File: src/rtl/exec_stage_pkg.sv
// Shared constants for the execute stage: ALU operation codes and the
// control value that marks a pipeline bubble.
package exec_stage_pkg;

  typedef enum logic [2:0] {
    ALU_ADD = 3'b000,
    ALU_SUB = 3'b001,
    ALU_AND = 3'b010,
    ALU_OR  = 3'b011,
    ALU_XOR = 3'b100
  } alu_op_e;

  // {REG_WRITE, MEM_WRITE, MEM_TO_REG} all clear: nothing downstream may write
  localparam logic [2:0] CTRL_BUBBLE = 3'b000;

endpackage

File: src/rtl/exec_stage_alu.sv
// Combinational ALU for the execute stage. Unknown operation codes
// fall back to addition, and results wrap modulo 2^XLEN.
module alu
  import exec_stage_pkg::*;
#(
  parameter int XLEN = 32
) (
  input  logic [2:0]      alu_control,
  input  logic [XLEN-1:0] a,
  input  logic [XLEN-1:0] b,
  output logic [XLEN-1:0] result,
  output logic            zero
);

  always_comb begin
    result = a + b;
    case (alu_op_e'(alu_control))
      ALU_ADD: result = a + b;
      ALU_SUB: result = a - b;
      ALU_AND: result = a & b;
      ALU_OR:  result = a | b;
      ALU_XOR: result = a ^ b;
      default: result = a + b;
    endcase
    zero = (result == '0);
  end

endmodule

File: src/rtl/exec_stage.sv
// Execute stage: ID/EX register, MEM/WB operand forwarding, ALU, and the
// EX/MEM register that drives all outputs. Stall and flush insert bubbles.
module exec_stage
  import exec_stage_pkg::*;
#(
  parameter int XLEN = 32
) (
  input  logic            clk,
  input  logic            rst,
  input  logic            stall,
  input  logic            flush,
  input  logic            id_valid,
  input  logic [2:0]      alu_control,
  input  logic            alu_src,
  input  logic [2:0]      ctrl_in,
  input  logic [4:0]      rs1_addr,
  input  logic [4:0]      rs2_addr,
  input  logic [4:0]      rd_addr,
  input  logic [XLEN-1:0] rs1_data,
  input  logic [XLEN-1:0] rs2_data,
  input  logic [XLEN-1:0] imm,
  input  logic            mem_fwd_en,
  input  logic [4:0]      mem_fwd_rd,
  input  logic [XLEN-1:0] mem_fwd_data,
  input  logic            wb_fwd_en,
  input  logic [4:0]      wb_fwd_rd,
  input  logic [XLEN-1:0] wb_fwd_data,
  output logic            ex_valid,
  output logic [XLEN-1:0] alu_result,
  output logic [XLEN-1:0] store_data,
  output logic [4:0]      ex_rd,
  output logic [2:0]      ctrl_out,
  output logic            zero
);

  typedef struct packed {
    logic            valid;
    logic [2:0]      alu_control;
    logic            alu_src;
    logic [2:0]      ctrl;
    logic [4:0]      rs1_addr;
    logic [4:0]      rs2_addr;
    logic [4:0]      rd;
    logic [XLEN-1:0] rs1_data;
    logic [XLEN-1:0] rs2_data;
    logic [XLEN-1:0] imm;
  } id_ex_t;

  typedef struct packed {
    logic            valid;
    logic [XLEN-1:0] alu_result;
    logic [XLEN-1:0] store_data;
    logic [4:0]      rd;
    logic [2:0]      ctrl;
    logic            zero;
  } ex_mem_t;

  id_ex_t          id_ex_d, id_ex_q;
  ex_mem_t         ex_mem_d, ex_mem_q;
  logic [XLEN-1:0] fwd_a, fwd_b, op_b, alu_out;
  logic            alu_zero;

  // Flush beats stall on the ID/EX side; an invalid decode slot is a bubble too.
  always_comb begin
    id_ex_d      = '0;
    id_ex_d.ctrl = CTRL_BUBBLE;
    if (flush) begin
      id_ex_d      = '0;
      id_ex_d.ctrl = CTRL_BUBBLE;
    end else if (stall) begin
      id_ex_d = id_ex_q;
    end else if (id_valid) begin
      id_ex_d.valid       = 1'b1;
      id_ex_d.alu_control = alu_control;
      id_ex_d.alu_src     = alu_src;
      id_ex_d.ctrl        = ctrl_in;
      id_ex_d.rs1_addr    = rs1_addr;
      id_ex_d.rs2_addr    = rs2_addr;
      id_ex_d.rd          = rd_addr;
      id_ex_d.rs1_data    = rs1_data;
      id_ex_d.rs2_data    = rs2_data;
      id_ex_d.imm         = imm;
    end
  end

  // The MEM stage holds the younger result, so it takes priority over WB; x0 never forwards.
  always_comb begin
    fwd_a = id_ex_q.rs1_data;
    if (mem_fwd_en && (mem_fwd_rd == id_ex_q.rs1_addr) && (id_ex_q.rs1_addr != 5'd0))
      fwd_a = mem_fwd_data;
    else if (wb_fwd_en && (wb_fwd_rd == id_ex_q.rs1_addr) && (id_ex_q.rs1_addr != 5'd0))
      fwd_a = wb_fwd_data;

    fwd_b = id_ex_q.rs2_data;
    if (mem_fwd_en && (mem_fwd_rd == id_ex_q.rs2_addr) && (id_ex_q.rs2_addr != 5'd0))
      fwd_b = mem_fwd_data;
    else if (wb_fwd_en && (wb_fwd_rd == id_ex_q.rs2_addr) && (id_ex_q.rs2_addr != 5'd0))
      fwd_b = wb_fwd_data;

    op_b = id_ex_q.alu_src ? id_ex_q.imm : fwd_b;
  end

  alu #(.XLEN(XLEN)) u_alu (
    .alu_control (id_ex_q.alu_control),
    .a           (fwd_a),
    .b           (op_b),
    .result      (alu_out),
    .zero        (alu_zero)
  );

  always_comb begin
    ex_mem_d      = '0;
    ex_mem_d.ctrl = CTRL_BUBBLE;
    ex_mem_d.zero = 1'b1;
    if (!stall && id_ex_q.valid) begin
      ex_mem_d.valid      = 1'b1;
      ex_mem_d.alu_result = alu_out;
      ex_mem_d.store_data = fwd_b;
      ex_mem_d.rd         = id_ex_q.rd;
      ex_mem_d.ctrl       = id_ex_q.ctrl;
      ex_mem_d.zero       = alu_zero;
    end
  end

  always_ff @(posedge clk or posedge rst) begin
    if (rst) begin
      id_ex_q       <= '0;
      ex_mem_q      <= '0;
      ex_mem_q.zero <= 1'b1;
    end else begin
      id_ex_q  <= id_ex_d;
      ex_mem_q <= ex_mem_d;
    end
  end

  assign ex_valid   = ex_mem_q.valid;
  assign alu_result = ex_mem_q.alu_result;
  assign store_data = ex_mem_q.store_data;
  assign ex_rd      = ex_mem_q.rd;
  assign ctrl_out   = ex_mem_q.ctrl;
  assign zero       = ex_mem_q.zero;

endmodule

File: config.mk
export PLATFORM = sky130hd
export DESIGN_NAME = exec_stage
export DESIGN_NICKNAME = d
export VERILOG_FILES = /design/src/rtl/exec_stage_pkg.sv /design/src/rtl/exec_stage_alu.sv /design/src/rtl/exec_stage.sv
export SDC_FILE = /design/constraint.sdc
export NUM_CORES = 1
export LEC_CHECK = 0
export CORE_ASPECT_RATIO = 0.75
export CORE_MARGIN = 4
export CORE_UTILIZATION = 38
export CTS_CLUSTER_SIZE = 40
export DETAILED_ROUTE_END_ITERATION = 10
export PLACE_DENSITY_LB_ADDON = 0.05
export SETUP_SLACK_MARGIN = 0.5
export SLEW_MARGIN = 10
export SYNTH_ARGS = -nofsm -noshare
export SYNTH_HDL_FRONTEND = slang
export SYNTH_HIERARCHICAL = 1
export SYNTH_SLANG_ARGS = --single-unit
export TNS_END_PERCENT = 100
File: constraint.sdc
create_clock -name clk -period 7.2 [get_ports clk]
set_input_delay 0.72 -clock clk [delete_from_list [all_inputs] [get_ports clk]]
set_output_delay 0.72 -clock clk [all_outputs]
set_load 0.01 [all_outputs]
Yosys cells after proc, flatten, opt, wreduce, memory -nomap -nowiden
Cells that the tools add are included.
{ "op_classes": {"n_bitwise": 3, "reduce_logical": 13, "n_mux": 10, "eq_ne": 9, "addsub": 2} }
{ "ops": {"columns": ["cell", "n"], "rows": [
  ["119-bit 2-to-1 mux", 3],
  ["32-bit 2-to-1 mux", 5],
  ["32-bit case mux with 4 select lines", 1],
  ["74-bit 2-to-1 mux", 1],
  ["32-bit adder", 1],
  ["32-bit AND", 1],
  ["32-bit logical NOT", 1],
  ["32-bit OR", 1],
  ["32-bit subtractor", 1],
  ["32-bit XOR", 1],
  ["5-bit == test", 4],
  ["5-bit nonzero test", 2],
  ["1-bit logical AND", 9],
  ["3-bit by 2-bit == test with 1-bit output (second input constant)", 2],
  ["3-bit by 1-bit == test with 1-bit output (second input constant)", 1],
  ["3-bit == test (second input constant)", 1],
  ["2-bit by 1-bit inequality test with 1-bit output (second input constant)", 1],
  ["1-bit logical NOT", 1]
]} }
{ "word_totals": {"elab_cells": 53, "ff_bits": 193, "output_inout_bits": 74, "inputBits": 199} }

Logic depth before layout (Yosys ltp)
Gate-level depths: netlist (run 1).
{ "logic_depth": {"ltp_word": 10, "depth_mapped": 27, "depth_no_buf": 24} }

Hierarchy
The synthesis (run 1) kept the hierarchy.
{ "by_module_without_submodules": {"columns": ["mod", "area_each_um2", "n_inst", "cells_each", "seq_area_each_um2"], "rows": [
  ["exec_stage", 8715.9, 1, 753, 4830.9],
  ["alu", 4385.5, 1, 658, 0.0]
]} }

Least setup slack after synthesis (run 1)
No wires, ideal clock.
{ "synth_timing": {"path_type": "in2reg", "start": "input wb_fwd_rd[1]", "end": "register, netlist name zero", "setup_time_ps": 62, "setup_slack_ps": 1104, "path_buffers": 3, "stages": 24, "arrival_ps": 6034, "required_time_ps": 7138, "path_cell_list": "xnor2_2 nand2_1 or3_1 buf_4 buf_4 a221oi_1 o31ai_1 nor4_1 nand3_1 o41ai_1 xnor2_1 ha_1 clkbuf_1 nand2_1 a21oi_1 a21boi_0 a211oi_1 o21a_1 o31ai_1 or4_1 a2111oi_2 nand4bb_1 nor4b_2 nand2b_1"} }
{ "synth_rtl": {"columns": ["element", "line_no", "source"], "rows": [
  ["from (decl)", "exec_stage.sv:26", "input logic [4:0] wb_fwd_rd,"]
]} }

==> impl_metrics.json, run 1 <==
{
  "fin_crit_sh_pct": 90.4,
  "wl_um": 49400,
  "rrSetupSlack_ns": 0.82,
  "vias": 12263,
  "timing.final.max_slew_violations": 0,
  "drt_iter0_drc": 948,
  "grt.overflow.total": 0,
  "fin_skew_ns": 0.0112,
  "hpwlAfterDp_um": 37400,
  "num-fill-cells": 3175,
  "grt.total_usage_pct": 25.8,
  "layoutNonFillerInstCount": 2169,
  "synth_edf_count": 0,
  "die_area_mm2": 0.0375,
  "die_x_um": 222,
  "die_height_um": 169,
  "synth.area.top_cells": "dfrtp_1, ha_1, a22o_1, xnor2_1, o21ai_0",
  "drc": 0,
  "stdcell_area_mm2": 0.0176,
  "drt-wirelength-per-cell_um": 22.8,
  "cts.sinks": 193,
  "top_layer_used": "met5",
  "dp_cells": 2122,
  "rsz0062_at_grt": "false",
  "layout-drive-gt1-share_pct": 11.8,
  "ff2ff_path_depth": 21,
  "ios": 273,
  "area_growth_pct": 34.7,
  "syn_avg_cell_area_um2": 9.29,
  "timing.slew.headroom_pct": 35.1,
  "clkSlewWorstSetupHoldPaths_ns": 0.08,
  "gp_congestion": 0.895,
  "drt_first_pass_iters": 5,
  "antenna_found_initial": 8,
  "drv_cap": 0,
  "cts_hold_buf": 0,
  "total_power_w": 0.00320,
  "cts_max_level": 4,
  "min-delay-path-class": "reg -> reg",
  "finalSetupViolCount": 0,
  "final_nets": 1997,
  "finalCriticalPeriod_ns": 6.51,
  "async_reset_ff_share_pct": 100,
  "synth_top_area_share_pct": 36.7,
  "grt_pass1_wl_um": 75000,
  "met1Wirelength_um": 21900,
  "ys_seq_area_share_pct": 36.9,
  "grt_max_degree": 105,
  "cts_buffers": 17,
  "critPathArrivalTime_ns": 6.91,
  "r2r_end": "zero",
  "clock.fmax_mhz": 154,
  "critPathMaxFanout": 7,
  "dr_wl_met3_um": 2750,
  "cellPowerDensity_mw_per_mm2": 181,
  "endpoint_kind": "flip-flop",
  "clockBufferDepth": 2,
  "layout_common_cells": "clkdlybuf4s50_1, dfrtp_1, a22o_1, nand2_1, ha_1",
  "startpoint_type": "input pin",
  "finalHoldViolCount": 0,
  "first_global_vias": 12278,
  "worstHoldEndpoint": "ex_rd[3]",
  "vdd_drop_max_v": 0.000149,
  "status": "finished clean",
  "wl_met2_um": 23600,
  "timing.rr.start": "id_ex_q[102]",
  "coreArea_mm2": 0.0337,
  "postLayoutCoreUtil_pct": 52.3,
  "cts_tree": "done",
  "synth_cell_type_count": 73,
  "cp.required_ns": 7.60,
  "row_count": 58,
  "portBuffers": 272,
  "place_area_mm2": 0.0167,
  "critPathKind": "in -> reg",
  "syn_inst": 1411,
  "yosys_warnings": 6,
  "tightest_slew_ns": 0.974,
  "ys_ff_latch": 193,
  "layout_commonest_cell": "clkdlybuf4s50_1",
  "syn_area_mm2": 0.0131,
  "ant_nets": 0,
  "leakage_nw": 7.62,
  "worstSkewPairLatency_ns": 0.46,
  "hold_depth": 1,
  "initial_core_util_pct": 38.8,
  "min-delay-start": "id_ex_q[99]",
  "viasPerCell": 5.65,
  "clockRootBuffer": "clkbuf_16",
  "syn_nets": 1707,
  "yosysTopAreaCell": "dfrtp_1",
  "ys.flop_type": "dfrtp_1"
}
## final cells by class
| type | instances | area, µm² | area share [%] |
|---|---|---|---|
| antenna | 5 | 12.5 | 0.0709 |
| timing repair buffer | 368 | 3470 | 19.7 |
| multi-input combinational | 1041 | 7820 | 44.3 |
| clock buffer | 17 | 425 | 2.41 |
| inverter | 80 | 308 | 1.74 |
| tap | 450 | 563 | 3.19 |
| clock inverter | 15 | 209 | 1.18 |
| sequential | 193 | 4830 | 27.4 |
## stage by stage
step | worst slack [ns] | hold WS (ns) | setup TNS (ns)
global placement | -0.0704 | 0.462 | -0.0704
finish | 0.695 | 0.480 | 0
global route | 0.422 | 0.496 | 0
CTS | 0.514 | 0.482 | 0
detailed placement | -0.156 | 0.462 | -0.156
floorplan | 1.10 | 0.451 | 0
## worst max-delay path by stage
stage,startpoint,to,depth (start not counted)
global placement,wb_fwd_rd[0],zero,26
floorplan,wb_fwd_rd[1],zero,24
finish,wb_fwd_rd[3],zero,22
detailed placement,wb_fwd_rd[3],zero,26
global route,wb_fwd_rd[0],zero,28
CTS,wb_fwd_rd[3],zero,26
## routing by layer
layer	GRT usage [%]	vias to the layer above
met2	42.7	387
met1	35.1	6072
met3	4.63	54
met4	7.02	6
li1	-	5744
met5	0	-
## synthesized netlist by cell type (all sizes together), types with 6 or more instances
cell type,n
a211oi,16
a21o,15
a21oi,74
a221o,17
a221oi,19
a22o,135
a31oi,7
and2,43
and3,38
buf,20
clkbuf,77
dfrtp,192
ha,96
inv,80
mux2i,34
nand2,97
nand2b,6
nand3,11
nand4,13
nor2,87
nor2b,9
nor3,46
nor3b,18
nor4,9
o21ai,83
o22ai,9
o31ai,22
or4,9
xnor2,58
xor2,15
## sequential cells by signal, summed over array words and instances, names as in the netlist
name / flops
id_ex_q: 119
store_data: 32
ctrl_out: 3
ex_valid: 1
alu_result: 32
ex_rd: 5
zero: 1
## repair_timing
item	in CTS	in global routing
pin swaps	0	15
endpoints found under the setup margin	1	1
resized for setup	5	48
setup buffers	0	10
## power breakdown
part,switching [W],internal (W),total (W),leakage [nW]
Sequential,0.0000244,0.00112,0.00114,2.65
Combinational,0.000538,0.000471,0.00101,4.67
Clock,0.000509,0.000536,0.00105,0.309
Total,0.00107,0.00213,0.00320,7.62
## cells by family after synthesis
group	Yosys count	synth area share, %
AND/OR/NAND/NOR	400	15.7
XOR/XNOR	73	4.94
buffers and inverters	177	5.58
adder cells (fa/ha/maj)	97	9.32
AO/OA/AOI/OAI	437	24.9
multiplexers	34	2.60
flip-flops	193	36.9
## worst max-delay path: stages
cell	delay, ns
clkdlybuf4s50_1	0.51
xnor2_1	0.13
nand4_1	0.20
or3_4	0.50
buf_4	0.17
a221oi_4	0.31
o31ai_2	0.14
inv_1	0.11
ha_1	0.23
nand2_1	0.06
o21ai_1	0.11
fa_1	0.56
a21oi_1	0.05
o32a_1	0.36
or4b_1	0.52
or4_1	0.42
or4_1	0.47
a2111o_1	0.38
a2111oi_4	0.40
nand4bb_1	0.16
nor4b_2	0.25
nand2b_1	0.13
Note: power is estimated with default switching activity, not from simulation.
==> run 2, diff against run 1 <==
- clock period: 7.2 -> 6.4 ns (I/O delays scaled with it)
==> run 2 against run 1 <==
Final area increased by 9.9%. Sequential share of layout area decreased by 2.5 points. Setup slack got worse by 0.37 ns. Critical path depth unchanged. Flip-flop and latch count unchanged. Critical path type is now reg -> reg.
==> impl_metrics.json, run 2 (synthesis gave the netlist of run 1 again) <==
{
  "cp.required_ns": 6.81,
  "die_x_um": 222,
  "largest_reg_flops": 119,
  "clockBufferDepth": 2,
  "preCtsSetupSlack_ns": -0.579,
  "max_stage_delay_ns": 0.58,
  "final_nets": 2185,
  "pwr-share-comb_pct": 36.1,
  "drt_first_pass_iters": 5,
  "startpoint_type": "flip-flop",
  "endpoint_kind": "flip-flop",
  "setup_ws_ns": 0.321,
  "portBuffers": 272,
  "grt_pass1_wl_um": 78500,
  "cts_tree": "done",
  "layoutNonFillerInstCount": 2357,
  "rrSetupSlack_ns": 0.32,
  "finalSetupViolCount": 0,
  "intPower_w": 0.00258,
  "path_buf_inv": 3,
  "drv_cap": 0,
  "layout-drive-gt1-share_pct": 23.2,
  "wl_um": 51600,
  "switching_share_pct": 34.1,
  "dp_cells": 2294,
  "power.switching_w": 0.00134,
  "first_global_vias": 13177,
  "rsz0062_at_grt": "true",
  "clkSlewWorstSetupHoldPaths_ns": 0.09,
  "ios": 273,
  "finalCriticalPeriod_ns": 6.08,
  "gp_congestion": 0.889,
  "total_power_w": 0.00392,
  "stdcell_area_mm2": 0.0194,
  "vias": 12921,
  "fin_skew_ns": 0.0118,
  "status": "finished clean",
  "fin_crit_sh_pct": 95.0,
  "ant_nets": 0,
  "cts.sinks": 193,
  "layout_commonest_cell": "buf_4",
  "layout_common_cells": "buf_4, clkdlybuf4s50_1, dfrtp_1, a22o_1",
  "min-delay-start": "id_ex_q[97]",
  "crit_slowest_cell": "fa_1",
  "viasPerCell": 5.48,
  "worstSkewPairLatency_ns": 0.47,
  "clock.fmax_mhz": 165,
  "cts_max_level": 4,
  "regMostFlops": "id_ex_q",
  "hold_depth": 1,
  "cellPowerDensity_mw_per_mm2": 202,
  "drt_iter0_drc": 907,
  "critPathTopFamily": "simple AND/OR/NAND/NOR gates",
  "area_growth_pct": 48.0,
  "timing.slew.headroom_pct": 35.7,
  "finalHoldViolCount": 0,
  "leakage_nw": 8.64,
  "hpwlAfterDp_um": 38900,
  "critPathMaxFanout": 4,
  "r2r_end": "zero",
  "path_cells": "buf_4 > xnor2_1 > nand4_1 > or3_4 > buf_4 > a221oi_2 > o31ai_2 > inv_1 > ha_1 > nand2_1 > o21ai_2 > fa_1 > a21oi_1 > o32a_1 > or4b_4 > or4_4 > or4_4 > a2111o_1 > a2111oi_4 > nand4bb_1 > nor4b_2 > nand2b_1",
  "antenna_found_initial": 8,
  "vdd_drop_max_v": 0.000175,
  "worstHoldEndpoint": "ex_rd[1]",
  "drc": 0,
  "cts_hold_buf": 0,
  "power.clock.fraction_pct": 31.1,
  "row_count": 58,
  "coreArea_mm2": 0.0337,
  "grt_max_degree": 78,
  "die_height_um": 169,
  "die_area_mm2": 0.0375,
  "place_area_mm2": 0.0180,
  "initial_core_util_pct": 38.8,
  "tightest_slew_ns": 0.965,
  "ff2ff_path_depth": 22,
  "timing.final.max_slew_violations": 0,
  "cts_buffers": 17,
  "critPathArrivalTime_ns": 6.49,
  "critPathKind": "reg -> reg",
  "grt.overflow.total": 0,
  "min-delay-path-class": "reg -> reg",
  "drt-wirelength-per-cell_um": 21.9,
  "final.setup.tns_ns": 0,
  "grt.total_usage_pct": 26.9,
  "clockRootBuffer": "clkbuf_16",
  "timing.rr.start": "id_ex_q[105]",
  "power_frac_seq_pct": 32.7
}
[run 2: final cells by class]
class,count,area [µm²]
antenna,5,12.5
fill,3037,14300
timing repair buffer,556,4930
multi-input combinational,1041,8080
sequential,193,4830
tap,450,563
inverter,80,308
clock inverter,15,243
clock buffer,17,425
[run 2: repair_timing]
action | in CTS | in global routing
pin swaps | 41 | 49
setup endpoints to repair | 4 | 7
resized for setup | 78 | 49
buffers inserted | 16 | 8
cloned | 1 | 1
[run 2: power by group through the flow]
| stage | sequential [W] | clock (W) | combinational, W |
|---|---|---|---|
| final | 0.00128 | 0.00122 | 0.00142 |
| after global routing | 0.00129 | 0.00130 | 0.00154 |
| after CTS | 0.00128 | 0.00124 | 0.00137 |
| after detailed placement | 0.00131 | 0 | 0.00130 |
| after global placement | 0.00131 | 0 | 0.00129 |
| after floorplan | 0.00130 | 0 | 0.000629 |
[run 2: how the worst max path moves through the flow]
stage	start	endpoint	slack (ns)	cells after the start
6_report	id_ex_q[105]	zero	0.32	22
5_1_grt	id_ex_q[102]	zero	0.09	28
4_1_cts	id_ex_q[105]	zero	0.36	28
3_5_place_dp	wb_fwd_rd[3]	zero	-0.58	27
3_3_place_gp	wb_fwd_rd[3]	zero	-0.51	27
2_1_floorplan	wb_fwd_rd[1]	zero	0.50	22
[run 2: through the flow]
step	hold slack [ns]	utilization, %
floorplan	0.451	-
global placement	0.460	53.2
detailed placement	0.470	53.2
CTS	0.492	56.6
global route	0.510	57.5
finish	0.488	57.5
[run 2: metal layers]
| metal | global-route usage [%] | up-vias | part of all wire (%) |
|---|---|---|---|
| li1 | - | 6127 | - |
| met1 | 35.9 | 6382 | 45 |
| met2 | 45.5 | 347 | 48 |
| met3 | 4.44 | 59 | 4.8 |
| met4 | 7.74 | 6 | 2.1 |
| met5 | 0 | - | 0.052 |
==> run 3, diff against run 2 <==
- CAP_MARGIN: default -> 10
- SETUP_SLACK_MARGIN: 0.5 -> default
==> run 3 against run 2 <==
Final area shrank 1.3%. Critical path depth is 6 higher. Final cell count shrank 0.38%. Sequential share of layout area is 0.31 points higher. Setup slack got worse by 0.18 ns. Non-clock buffer count shrank 7. Via count down 0.43%. Utilization down 0.72 points. Fmax shrank 2.9%. Largest power group unchanged.
==> impl_metrics.json, run 3 (synthesis gave the netlist of run 1 again) <==
{
  "cts.sinks": 193,
  "row_count": 58,
  "layoutNonFillerInstCount": 2348,
  "rsz0062_at_grt": "true",
  "stdcell_area_mm2": 0.0192,
  "crit_slowest_cell": "or3_4",
  "hold_depth": 1,
  "grt.overflow.total": 0,
  "cellPowerDensity_mw_per_mm2": 203,
  "die_height_um": 169,
  "clock.fmax_mhz": 160,
  "status": "finished clean",
  "regArea_mm2": 0.00483,
  "finalCriticalPeriod_ns": 6.26,
  "layout_common_cells": "clkdlybuf4s50_1, buf_4, dfrtp_1, a22o_1, nand2_1",
  "clockRootBuffer": "clkbuf_16",
  "num-fill-cells": 3012,
  "clkSlewWorstSetupHoldPaths_ns": 0.09,
  "die_x_um": 222,
  "dp_cells": 2300,
  "worstSkewPairLatency_ns": 0.46,
  "fin_skew_ns": 0.0139,
  "layout-drive-gt1-share_pct": 20.9,
  "max_stage_delay_ns": 0.46,
  "vias": 12866,
  "cp_common_cell": "buf_4",
  "viasPerCell": 5.48,
  "vdd_drop_max_v": 0.000136,
  "ff2ff_path_depth": 28,
  "ant_nets": 0,
  "drt_first_pass_iters": 5,
  "grt.total_usage_pct": 26.5,
  "final.setup.tns_ns": 0,
  "drt-wirelength-per-cell_um": 21.6,
  "cts_max_level": 4,
  "wl_um": 50700,
  "postLayoutCoreUtil_pct": 56.8,
  "finalHoldViolCount": 0,
  "min-delay-path-class": "reg -> reg",
  "cp.required_ns": 6.81,
  "ios": 273,
  "cts_hold_buf": 0,
  "cts_tree": "done",
  "tightest_slew_ns": 0.936,
  "clockBufferDepth": 2,
  "area_growth_pct": 46.2,
  "timing.final.max_slew_violations": 0,
  "endpoint_kind": "flip-flop",
  "gp_congestion": 0.879,
  "total_power_w": 0.00388,
  "startpoint_type": "flip-flop",
  "grt_max_degree": 90,
  "multi_input_comb_area_mm2": 0.00791,
  "timing.slew.headroom_pct": 37.5,
  "fin_crit_sh_pct": 97.8,
  "die_area_mm2": 0.0375,
  "final_nets": 2178,
  "portBuffers": 272,
  "leakage_nw": 8.58,
  "critPathTopFamily": "compound AO/OA/AOI/OAI gates",
  "drv_cap": 0,
  "initial_core_util_pct": 38.8,
  "regMostFlops": "id_ex_q",
  "path_buf_inv": 5,
  "drc": 0,
  "largest_reg_flops": 119,
  "finalSetupViolCount": 0,
  "grt_pass1_wl_um": 77600,
  "cts_buffers": 17,
  "coreArea_mm2": 0.0337,
  "hpwlAfterDp_um": 38800,
  "drt_iter0_drc": 968,
  "critPathKind": "reg -> reg",
  "cp.depth": 28,
  "place_area_mm2": 0.0180,
  "critPathMaxFanout": 6,
  "first_global_vias": 13028,
  "antenna_found_initial": 5,
  "critPathArrivalTime_ns": 6.67
}
## run 3: stage by stage
| stage | hold WS (ns) | worst slack (ns) |
|---|---|---|
| 2_1_floorplan | 0.451 | 0.384 |
| 3_3_place_gp | 0.458 | -0.593 |
| 3_5_place_dp | 0.463 | -0.660 |
| 4_1_cts | 0.485 | 0.00573 |
| 5_1_grt | 0.509 | -0.103 |
| 6_report | 0.481 | 0.138 |
## run 3: final cells by class
class	instances	share of cell area (%)
inverters	80	1.61
clock inverters	15	1.27
multi-input cells	1041	41.3
diodes	3	0.0392
repair buffers	549	25.4
flip-flops and latches	193	25.2
well taps	450	2.94
clock buffers	17	2.22
## run 3: worst paths after layout
check	slack [ns]	start	endpoint
max	0.14	id_ex_q[103]	zero
min reg2reg	0.48	id_ex_q[99]	ex_rd[3]
min in group asynchronous	0.64	rst	ex_rd[3]
min	0.48	id_ex_q[99]	ex_rd[3]
max in group asynchronous	4.37	rst	alu_result[5]
max reg2reg	0.14	id_ex_q[103]	zero
## run 3: where the power goes
part	switching [W]	total, W	internal (W)
clock	0.000618	0.00121	0.000587
combinational	0.000668	0.00140	0.000727
sequential	0.0000257	0.00128	0.00126
## run 3: worst reg2reg max path, delay by kind of cell (launching register included)
| family | cells | cell delay (ns) |
|---|---|---|
| compound gates | 9 | 2.36 |
| xor+xnor | 3 | 0.41 |
| fa+ha+maj | 1 | 0.37 |
| buf+inv | 5 | 0.81 |
| flops | 1 | 0.39 |
| simple gates | 10 | 1.87 |
## run 3: timing repair
action,4_1_cts,5_1_grt
gates resized for setup,9,73
pin swaps,1,31
gates cloned,0,1
setup endpoints to repair,1,7
setup buffers,0,12
## run 3: metal layers
metal  vias up  wire (µm)  GRT usage (%)
met1      6308      23000           36.3
met5         -         33              0
li1       6109          -              -
met3        55       2590           4.56
met4         4       1120           7.18
met2       390      24000           44.0
